## src/rtl/select_next_hop.sv

```systemverilog
// Neighbour-table scanner for the Q-routing action selector: finds the best overall
// next hop and the best in-cluster cluster-head sink by walking local word memory.
module select_next_hop #(
    parameter int unsigned WORD_WIDTH  = 16,
    parameter int unsigned NT_BASE     = 16'h10,
    parameter int unsigned ENTRY_WORDS = 4,
    parameter int unsigned MAX_NBR     = 8,
    parameter int unsigned NONE        = 16'd65
) (
    input  logic                  clock,
    input  logic                  rst,
    input  logic                  start,
    input  logic [WORD_WIDTH-1:0] my_cluster,
    input  logic [WORD_WIDTH-1:0] data_in,
    output logic [WORD_WIDTH-1:0] address,
    output logic                  rd_en,
    output logic [WORD_WIDTH-1:0] nexthop,
    output logic [WORD_WIDTH-1:0] nextsinks,
    output logic [WORD_WIDTH-1:0] best_q,
    output logic                  done
);

    localparam logic [WORD_WIDTH-1:0] BASE_W = WORD_WIDTH'(NT_BASE);
    localparam logic [WORD_WIDTH-1:0] MAX_W  = WORD_WIDTH'(MAX_NBR);
    localparam logic [WORD_WIDTH-1:0] NONE_W = WORD_WIDTH'(NONE);
    localparam logic [1:0]            LAST_WORD = 2'(ENTRY_WORDS - 1);

    typedef enum logic [2:0] {IDLE, RDCNT, LDCNT, RDENT, EVAL, NEXT, DONE} state_t;

    state_t                state_q, state_d;
    logic [WORD_WIDTH-1:0] address_q, address_d;
    logic [WORD_WIDTH-1:0] count_q, count_d;
    logic [WORD_WIDTH-1:0] idx_q, idx_d;
    logic [1:0]            sub_q, sub_d;
    logic [WORD_WIDTH-1:0] cluster_q, cluster_d;
    logic [WORD_WIDTH-1:0] entId_q, entId_d;
    logic [WORD_WIDTH-1:0] entCl_q, entCl_d;
    logic                  entCh_q, entCh_d;
    logic [WORD_WIDTH-1:0] nexthop_q, nexthop_d;
    logic [WORD_WIDTH-1:0] nextsinks_q, nextsinks_d;
    logic [WORD_WIDTH-1:0] bestQ_q, bestQ_d;
    logic [WORD_WIDTH-1:0] sinkQ_q, sinkQ_d;
    logic                  haveBest_q, haveBest_d;
    logic                  haveSink_q, haveSink_d;

    logic [WORD_WIDTH-1:0] countClamped;
    logic [WORD_WIDTH-1:0] idxNext;
    logic                  startOk;

    assign countClamped = (data_in > MAX_W) ? MAX_W : data_in;
    assign idxNext      = idx_q + WORD_WIDTH'(1);
    assign startOk      = start && (state_q == IDLE || state_q == DONE);

    always_ff @(posedge clock) begin
        if (rst) begin
            state_q     <= IDLE;
            address_q   <= '0;
            count_q     <= '0;
            idx_q       <= '0;
            sub_q       <= '0;
            cluster_q   <= '0;
            entId_q     <= '0;
            entCl_q     <= '0;
            entCh_q     <= 1'b0;
            nexthop_q   <= NONE_W;
            nextsinks_q <= NONE_W;
            bestQ_q     <= '0;
            sinkQ_q     <= '0;
            haveBest_q  <= 1'b0;
            haveSink_q  <= 1'b0;
        end else begin
            state_q     <= state_d;
            address_q   <= address_d;
            count_q     <= count_d;
            idx_q       <= idx_d;
            sub_q       <= sub_d;
            cluster_q   <= cluster_d;
            entId_q     <= entId_d;
            entCl_q     <= entCl_d;
            entCh_q     <= entCh_d;
            nexthop_q   <= nexthop_d;
            nextsinks_q <= nextsinks_d;
            bestQ_q     <= bestQ_d;
            sinkQ_q     <= sinkQ_d;
            haveBest_q  <= haveBest_d;
            haveSink_q  <= haveSink_d;
        end
    end

    always_comb begin
        state_d = state_q;
        case (state_q)
            IDLE:    if (start) state_d = RDCNT;
            RDCNT:   state_d = LDCNT;
            LDCNT:   state_d = (countClamped == '0) ? DONE : RDENT;
            RDENT:   if (sub_q == LAST_WORD) state_d = EVAL;
            EVAL:    state_d = NEXT;
            NEXT:    state_d = (idxNext == count_q) ? DONE : RDENT;
            DONE:    if (start) state_d = RDCNT;
            default: state_d = IDLE;
        endcase
    end

    // Entry words arrive one cycle behind their address, so the Q-value is
    // taken straight from data_in during EVAL rather than being registered.
    always_comb begin
        address_d   = address_q;
        count_d     = count_q;
        idx_d       = idx_q;
        sub_d       = sub_q;
        cluster_d   = cluster_q;
        entId_d     = entId_q;
        entCl_d     = entCl_q;
        entCh_d     = entCh_q;
        nexthop_d   = nexthop_q;
        nextsinks_d = nextsinks_q;
        bestQ_d     = bestQ_q;
        sinkQ_d     = sinkQ_q;
        haveBest_d  = haveBest_q;
        haveSink_d  = haveSink_q;

        if (startOk) begin
            address_d = BASE_W;
            cluster_d = my_cluster;
        end

        case (state_q)
            LDCNT: begin
                count_d     = countClamped;
                idx_d       = '0;
                sub_d       = '0;
                nexthop_d   = NONE_W;
                nextsinks_d = NONE_W;
                bestQ_d     = '0;
                sinkQ_d     = '0;
                haveBest_d  = 1'b0;
                haveSink_d  = 1'b0;
                if (countClamped != '0) address_d = BASE_W + WORD_WIDTH'(1);
            end
            RDENT: begin
                sub_d = sub_q + 2'd1;
                case (sub_q)
                    2'd1:    entId_d = data_in;
                    2'd2:    entCl_d = data_in;
                    2'd3:    entCh_d = data_in[0];
                    default: ;
                endcase
                if (sub_q != LAST_WORD) address_d = address_q + WORD_WIDTH'(1);
            end
            EVAL: begin
                if (entId_q != NONE_W) begin
                    if (!haveBest_q || data_in > bestQ_q) begin
                        nexthop_d  = entId_q;
                        bestQ_d    = data_in;
                        haveBest_d = 1'b1;
                    end
                    if (entCh_q && entCl_q == cluster_q &&
                        (!haveSink_q || data_in > sinkQ_q)) begin
                        nextsinks_d = entId_q;
                        sinkQ_d     = data_in;
                        haveSink_d  = 1'b1;
                    end
                end
            end
            NEXT: begin
                idx_d = idxNext;
                sub_d = '0;
                if (idxNext != count_q) address_d = address_q + WORD_WIDTH'(1);
            end
            default: ;
        endcase
    end

    always_comb begin
        rd_en     = (state_q == RDCNT) || (state_q == RDENT);
        done      = (state_q == DONE);
        address   = address_q;
        nexthop   = nexthop_q;
        nextsinks = nextsinks_q;
        best_q    = bestQ_q;
    end

endmodule
```

## config.mk

```make
export PLATFORM = sky130hd
export DESIGN_NAME = select_next_hop
export DESIGN_NICKNAME = d
export VERILOG_FILES = /design/src/rtl/select_next_hop.sv
export SDC_FILE = /design/constraint.sdc
export NUM_CORES = 1
export LEC_CHECK = 0
export CORE_ASPECT_RATIO = 1.25
export CORE_MARGIN = 10
export CORE_UTILIZATION = 40
export DETAILED_ROUTE_END_ITERATION = 8
export PLACE_DENSITY = 0.64
export SYNTH_ARGS = -nofsm -noshare
export SYNTH_HDL_FRONTEND = slang
export SYNTH_SLANG_ARGS = --single-unit
export TNS_END_PERCENT = 30
```

## constraint.sdc

```tcl
create_clock -name clock -period 3.8 [get_ports clock]
set_clock_uncertainty 0.05 [all_clocks]
set_input_delay 0.76 -clock clock [delete_from_list [all_inputs] [get_ports clock]]
set_output_delay 0.76 -clock clock [all_outputs]
set_load 0.01 [all_outputs]
```

==> results of run 1 <==
state kept, by name, indices dropped and copies added, names as in the netlist:
register / cells
address: 16
best_q: 16
cluster_q: 16
count_q: 16
entCl_q: 16
entId_q: 16
idx_q: 16
nexthop: 16
nextsinks: 16
sinkQ_q: 16
state_q: 3
sub_q: 2
entCh_q: 1
haveBest_q: 1
haveSink_q: 1
through the flow:
stage / setup slack (ns) / cells / hold slack (ns) / utilization [%] / instance area (um^2)
global placement: 0.339 / 1308 / 0.405 / 47.7 / 9620
floorplan: 0.733 / 961 / 0.386 / - / 8210
detailed placement: 0.262 / 1308 / 0.410 / 47.7 / 9620
CTS: 0.405 / 1339 / 0.419 / 50.6 / 10200
global route: 0.413 / 1339 / 0.438 / 50.7 / 10200
finish: 0.695 / 1339 / 0.417 / 50.7 / 10200
final timing paths:
kind                                                end  slack (ns)  cells past startpoint                     from
worst max register to register   address[11]$_SDFF_PP0_        0.70                      9    idx_q[0]$_SDFFE_PP0P_
worst min register to register  entCl_q[0]$_SDFFE_PP0P_        0.42                      2  entCl_q[0]$_SDFFE_PP0P_
worst min-delay path            entCl_q[0]$_SDFFE_PP0P_        0.42                      2  entCl_q[0]$_SDFFE_PP0P_
worst max-delay path             address[11]$_SDFF_PP0_        0.70                      9    idx_q[0]$_SDFFE_PP0P_
layout make-up:
class,count,area [um^2],area share [%]
multi-input combinational,696,4490,43.9
sequential,168,3360,32.9
timing repair buffer,132,1280,12.5
clock buffer,17,425,4.16
tap,270,338,3.30
clock inverter,14,174,1.70
inverter,42,158,1.54
where the power goes:
group / total (mW) / switching, mW / internal (mW)
clock: 1.78 / 0.788 / 0.996
sequential: 1.81 / 0.0261 / 1.79
combinational: 0.421 / 0.242 / 0.178
total: 4.02 / 1.06 / 2.96
logic make-up after synthesis:
group / Yosys count / synth area share [%]
and+or+nand+nor: 386 / 23.7
AOI/OAI and AO/OA: 201 / 16.7
DFF: 168 / 41.0
buffers and inverters: 97 / 4.77
xor gates and xnor gates: 37 / 3.95
adders and majority gates: 37 / 5.64
muxes: 35 / 4.30
worst max-delay path, cell delays in order (launching register included):
cell,delay [ns]
dfxtp_1,0.50
ha_1,0.33
nand3_1,0.29
nor4_2,0.37
xnor2_1,0.22
nor3_1,0.09
and3_4,0.23
nor3_4,0.60
and3_1,0.27
a221o_1,0.10
layer usage:
layer,wire [um],GRT usage (%),up-vias
met2,11400,28.8,104
met3,710,3.27,17
met4,227,4.17,0
li1,-,-,3548
met1,9510,18.9,3371
met5,0,0,-
timing repair:
| item | 4_1_cts | 5_1_grt |
|---|---|---|
| endpoints found under the setup margin | 0 | 1 |
| hold buffers | 0 | 0 |
| resized for setup | 0 | 1 |
| buffers inserted | 0 | 0 |
cell usage after synthesis, types with 13 or more instances:
library cell,number
nor3_1,17
nor4_1,15
a22o_1,34
and2_1,13
a21oi_1,78
dfxtp_1,168
nor2_1,58
and3_1,18
nand3_1,18
inv_1,42
clkbuf_1,42
xor2_1,21
mux2i_1,33
nand2b_1,38
o21ai_0,21
xnor2_1,16
ha_1,37
nand2_1,156
==> results.md, run 1 <==
* Antenna viol nets, final at 0
* Synth area leaders: dfxtp_1 (41%), nand2_1 (7.1%), ha_1 (5.6%)
* CP Data Required Time at 4.13 ns
* Initial antenna violation count at 0
* Diodes inserted at 0
* Area of the die at 0.0267 mm^2
* Final Hold Vio Count at 0
* Clk root buf: clkbuf_16
* Synth area leader: dfxtp_1
* Critical path arrival at 3.43 ns
* Core area at 0.0202 mm^2
* Fillers at 1,970
* GRT Overall Usage at 16.1%
* Crit path max fanout at 24
* Leak at 4.01 nW
* CTS clk-pin slew, worst paths at 0.07 ns
* Crit. End Element: flop
* Max clock buf depth at 2
* Final HPWL DP at 15,800 um
* P per Cell Area at 393 mW/mm^2
* Post-synth ARST share at 0%
* Netlist cell types at 63
* Avg WL per Cell at 16.3 um
* Max VDD drop at 0.000303 V
* CP Launch Type: flop
* Total wire length at 21,800 um
* TNS Setup at 0 ns
* Mapped Avg Cell Area at 8.54 um^2
* Clk_lat worst skew at 0.43 ns
* Die width at 148 um
* Fmax at 0.322 GHz
* Critical path class: flop to flop
* Via count at 7,040
* Total Nets Final at 1,129
* Largest net degree at the start of global routing at 63
* H-Tree Level Count at 4
* Most frequent cells in the layout: dfxtp_1 (168), nand2_1 (156), clkdlybuf4s50_1 (99), a21oi_1 (77), nor2_1 (58)
* IO buf count at 100
* Tot Pwr at 4.02 mW
* Vias in the first global route at 6,787
* Synth Register Bits at 168
* Final setup violation count at 0
* Max_slew headroom at 47.1%
* GR Overflow Total at 0
* TritonCTS Sinks at 168
* Status: completed
* Std cell rows at 58
* CTS buffer count at 17
* Area Growth Syn to Fin at 24.5%
* Post-synthesis net count at 1,033
* Final Wtd Congestion at 0.824
* Fraction of layout cells with a size suffix above 1 at 7.86%
* Max cap viols at 0
* Post-synth EDFFs at 0
* Sequential area share after synthesis at 41.0%
* Initial Util at 40.7%
* I/O Pins at 101
* Vias per cell at 5.26
* First drt pass iteration count at 5
* TritonCTS clock tree: yes
* Die height at 180 um
* Initial drt markers at 346
* Most common flop cell mapped by yosys: dfxtp_1
* First-pass GRT wire length at 35,400 um
* Mapped cell area at 0.00821 mm^2
* Fin crit share at 81.7%
* Fin. max-slew vios at 0
* Hold crit path type: flop to flop
* Area share of the largest cell type after synthesis at 41.0%
* Unrepaired setup endpoints after global routing: false
* Synthesized instance count at 961
* Final min period at 3.10 ns
* Drt drc at 0
* Slew @ Worst Pin at 0.790 ns
* Most common cell after layout, fill and taps aside: dfxtp_1
* YS warnings at 0
(Power assumes the default switching activity.)
==> inputs of run 2 (changes only) <==
Settings changed: PLACE_DENSITY 0.64 to 0.66.
Clock period 3.8 ns to 2.8 ns, I/O delays scaled along.
==> run 2 against run 1 <==
Compared with the run above:
- sequential cell count stayed put
- sequential share of layout area is 1.9 points lower
- sequential power is 36% higher
- clock power is 35% higher
- design area is 6.3% higher
- total power is 38% higher
- combinational power is 64% higher
- count of clock-buffer cells in the layout stayed put
- utilization is 3.2 points higher
- first-iteration DRC count is 6.4% higher
- wire length is 7.7% higher
- via count is 4.7% higher
- critical endpoint is now nextsinks[10]$_SDFFE_PP0P_
==> results.md, run 2 (synthesis results as in run 1) <==
* Leak at 4.40 nW (+9.6%)
* Slew @ Worst Pin at 0.715 ns (-0.0752 ns)
* Most frequent cells in the layout: dfxtp_1 (166), nand2_1 (156), clkdlybuf4s50_1 (96), buf_4 (83), a21oi_1 (77)
* Total Nets Final at 1,190 (+5.4%)
* Final Hold Vio Count at 0 (unchanged)
* Final HPWL DP at 16,800 um (+6.5%)
* Most common cell after layout, fill and taps aside: dfxtp_1
* Origin of the worst setup path: data_in[9]
* Reg2Reg Setup Slack at 0.08 ns (-0.62 ns)
* Final Wtd Congestion at 0.875 (+6.2%)
* R2R Path End: address[15]$_SDFF_PP0_
* Fraction of layout cells with a size suffix above 1 at 13.7% (+5.8 points)
* Diodes inserted at 0 (unchanged)
* Max cap viols at 0 (unchanged)
* Initial Util at 40.7% (unchanged)
* GR Overflow Total at 0 (unchanged)
* Via count at 7,373 (+4.7%)
* Die height at 180 um (unchanged)
* Fmax at 0.364 GHz
* Crit. End Element: flop
* Final setup violation count at 0 (unchanged)
* CP dominant cell by count: buf_4
* Hold_buf cts at 0 (unchanged)
* Total wire length at 23,500 um (+7.7%)
* Crit path max fanout at 10 (-58%)
* DP Area at 0.0101 mm^2 (+4.8%)
* TritonCTS Sinks at 168 (unchanged)
* Max clock buf depth at 2 (unchanged)
* Critical path class: primary input to flop
* Final min period at 2.75 ns
* IO buf count at 100 (unchanged)
* Unrepaired setup endpoints after global routing: true
* CP Data Required Time at 3.09 ns (-1.04 ns)
* CP max stage cell: a311oi_1
* CP Capture Point: nextsinks[10]$_SDFFE_PP0P_
* Critical path depth at 13 (+4)
* Clk_lat worst skew at 0.45 ns (+0.02 ns)
* First drt pass iteration count at 4 (-1)
* Initial antenna violation count at 0 (unchanged)
* CP bufs+invs at 5 (+5)
* Max_slew headroom at 52.1% (+5.0 points)
* Worst-path cell chain: clkdlybuf4s50_1 -> buf_4 -> ha_1 -> nand4_1 -> nor2_1 -> nand2_1 -> nor2_2 -> buf_4 -> a311oi_1 -> a21oi_4 -> buf_4 -> buf_16 -> mux2i_1
* Largest delay share family, worst path: buffers and inverters
* Post-Route Utilization at 53.9% (+3.2 points)
* Hold crit path type: flop to flop
* Die width at 148 um (unchanged)
* First-pass GRT wire length at 37,200 um (+5.1%)
* Clk root buf: clkbuf_16
* Worst R2R Path Depth at 11 (+2)
* Max VDD drop at 0.000429 V (+42%)
* Vias in the first global route at 7,227 (+6.5%)
* Avg WL per Cell at 16.8 um (+2.9%)
* Status: completed
* Worst R2R Start: idx_q[0]$_SDFFE_PP0P_
* Initial drt markers at 368 (+6.4%)
* Area Growth Syn to Fin at 32.4%
* Area of the die at 0.0267 mm^2 (unchanged)
* CTS buffer count at 17 (unchanged)
* Antenna viol nets, final at 0 (unchanged)
* CP max stage delay at 0.51 ns (-0.09 ns)
* CP Launch Type: primary input
* Fin. max-slew vios at 0 (unchanged)
* Core area at 0.0202 mm^2 (unchanged)
* Drt drc at 0 (unchanged)
* Hold slack at 0.422 ns (+0.00441 ns)
* Fin crit share at 98.2%
* CTS clk-pin slew, worst paths at 0.08 ns (about the same)
* Critical path arrival at 3.04 ns (-0.39 ns)
* Finished Cell Area at 0.0109 mm^2 (+6.3%)
* Largest net degree at the start of global routing at 98 (+56%)
* P per Cell Area at 511 mW/mm^2 (+30%)
* Std cell rows at 58 (unchanged)
* I/O Pins at 101 (unchanged)
* Vias per cell at 5.26 (about the same)
* TritonCTS clock tree: yes
* H-Tree Level Count at 4 (unchanged)
* GRT Overall Usage at 17.0% (+0.93 points)
[run 2: cell types whose count changed in the layout (fill, tap and decap cells not counted), sizes merged]
cell	before	now
buf	33	93
clkinv	1	10
inv	52	47
clkdlybuf4s50	99	96
dlymetal6s2s	0	3
bufinv	2	0
clkbuf	17	18
clkinvlp	1	0
[run 2: power by group]
| part | internal, mW | switching, mW |
|---|---|---|
| combinational | 0.320 | 0.371 |
| clock | 1.22 | 1.18 |
| sequential | 2.42 | 0.0321 |
| total | 3.96 | 1.59 |
[run 2: timing repair]
item,CTS,global route
hold endpoints to repair,0,0
pin swaps,1,4
resized for setup,6,15
endpoints found under the setup margin,38,78
gates cloned,1,2
setup buffers,2,0
[run 2: layout make-up]
class                   count  area [um^2]
clock inverters            15          196
flip-flops and latches    168         3370
well taps                 270          338
fillers                  1888         9300
inverters                  42          158
multi-input cells         696         4550
clock buffers              17          425
repair buffers            193         1840
[run 2: per-layer routing]
| layer | wire (um) | vias up | GRT usage [%] | share of wire, % |
|---|---|---|---|---|
| met5 | 0 | - | 0 | 0 |
| met4 | 464 | 0 | 5.76 | 2.0 |
| met3 | 1090 | 29 | 4.52 | 4.7 |
| met2 | 12000 | 151 | 29.8 | 51 |
| met1 | 9970 | 3528 | 19.4 | 42 |
| li1 | - | 3665 | - | - |
[run 2: worst min-delay path: stages, from the launching register on]
cell	delay (ns)
dfxtp_1	0.32
nand2_1	0.05
a21oi_1	0.05
[run 2: how the worst min path moves through the flow]
stage | slack, ns | depth (start not counted) | from | endpoint
after floorplan | 0.39 | 2 | haveSink_q$_SDFFE_PP0P_ | haveSink_q$_SDFFE_PP0P_
after global placement | 0.41 | 2 | entCl_q[13]$_SDFFE_PP0P_ | entCl_q[13]$_SDFFE_PP0P_
after detailed placement | 0.41 | 2 | entCl_q[13]$_SDFFE_PP0P_ | entCl_q[13]$_SDFFE_PP0P_
after CTS | 0.42 | 2 | entCl_q[1]$_SDFFE_PP0P_ | entCl_q[1]$_SDFFE_PP0P_
after global routing | 0.44 | 2 | rst | idx_q[8]$_SDFFE_PP0P_
final | 0.42 | 2 | entCl_q[6]$_SDFFE_PP0P_ | entCl_q[6]$_SDFFE_PP0P_
[run 2: through the flow]
step                      setup WS, ns  cells  setup TNS (ns)  power, mW
final                           0.0496   1401               0       5.55
after global routing            -0.105   1401           -2.32       5.76
after floorplan                 0.0411    961               0       2.84
after CTS                      0.00393   1399               0       5.58
after detailed placement        -0.530   1364          -31.20       3.15
after global placement          -0.447   1364          -27.80       3.14
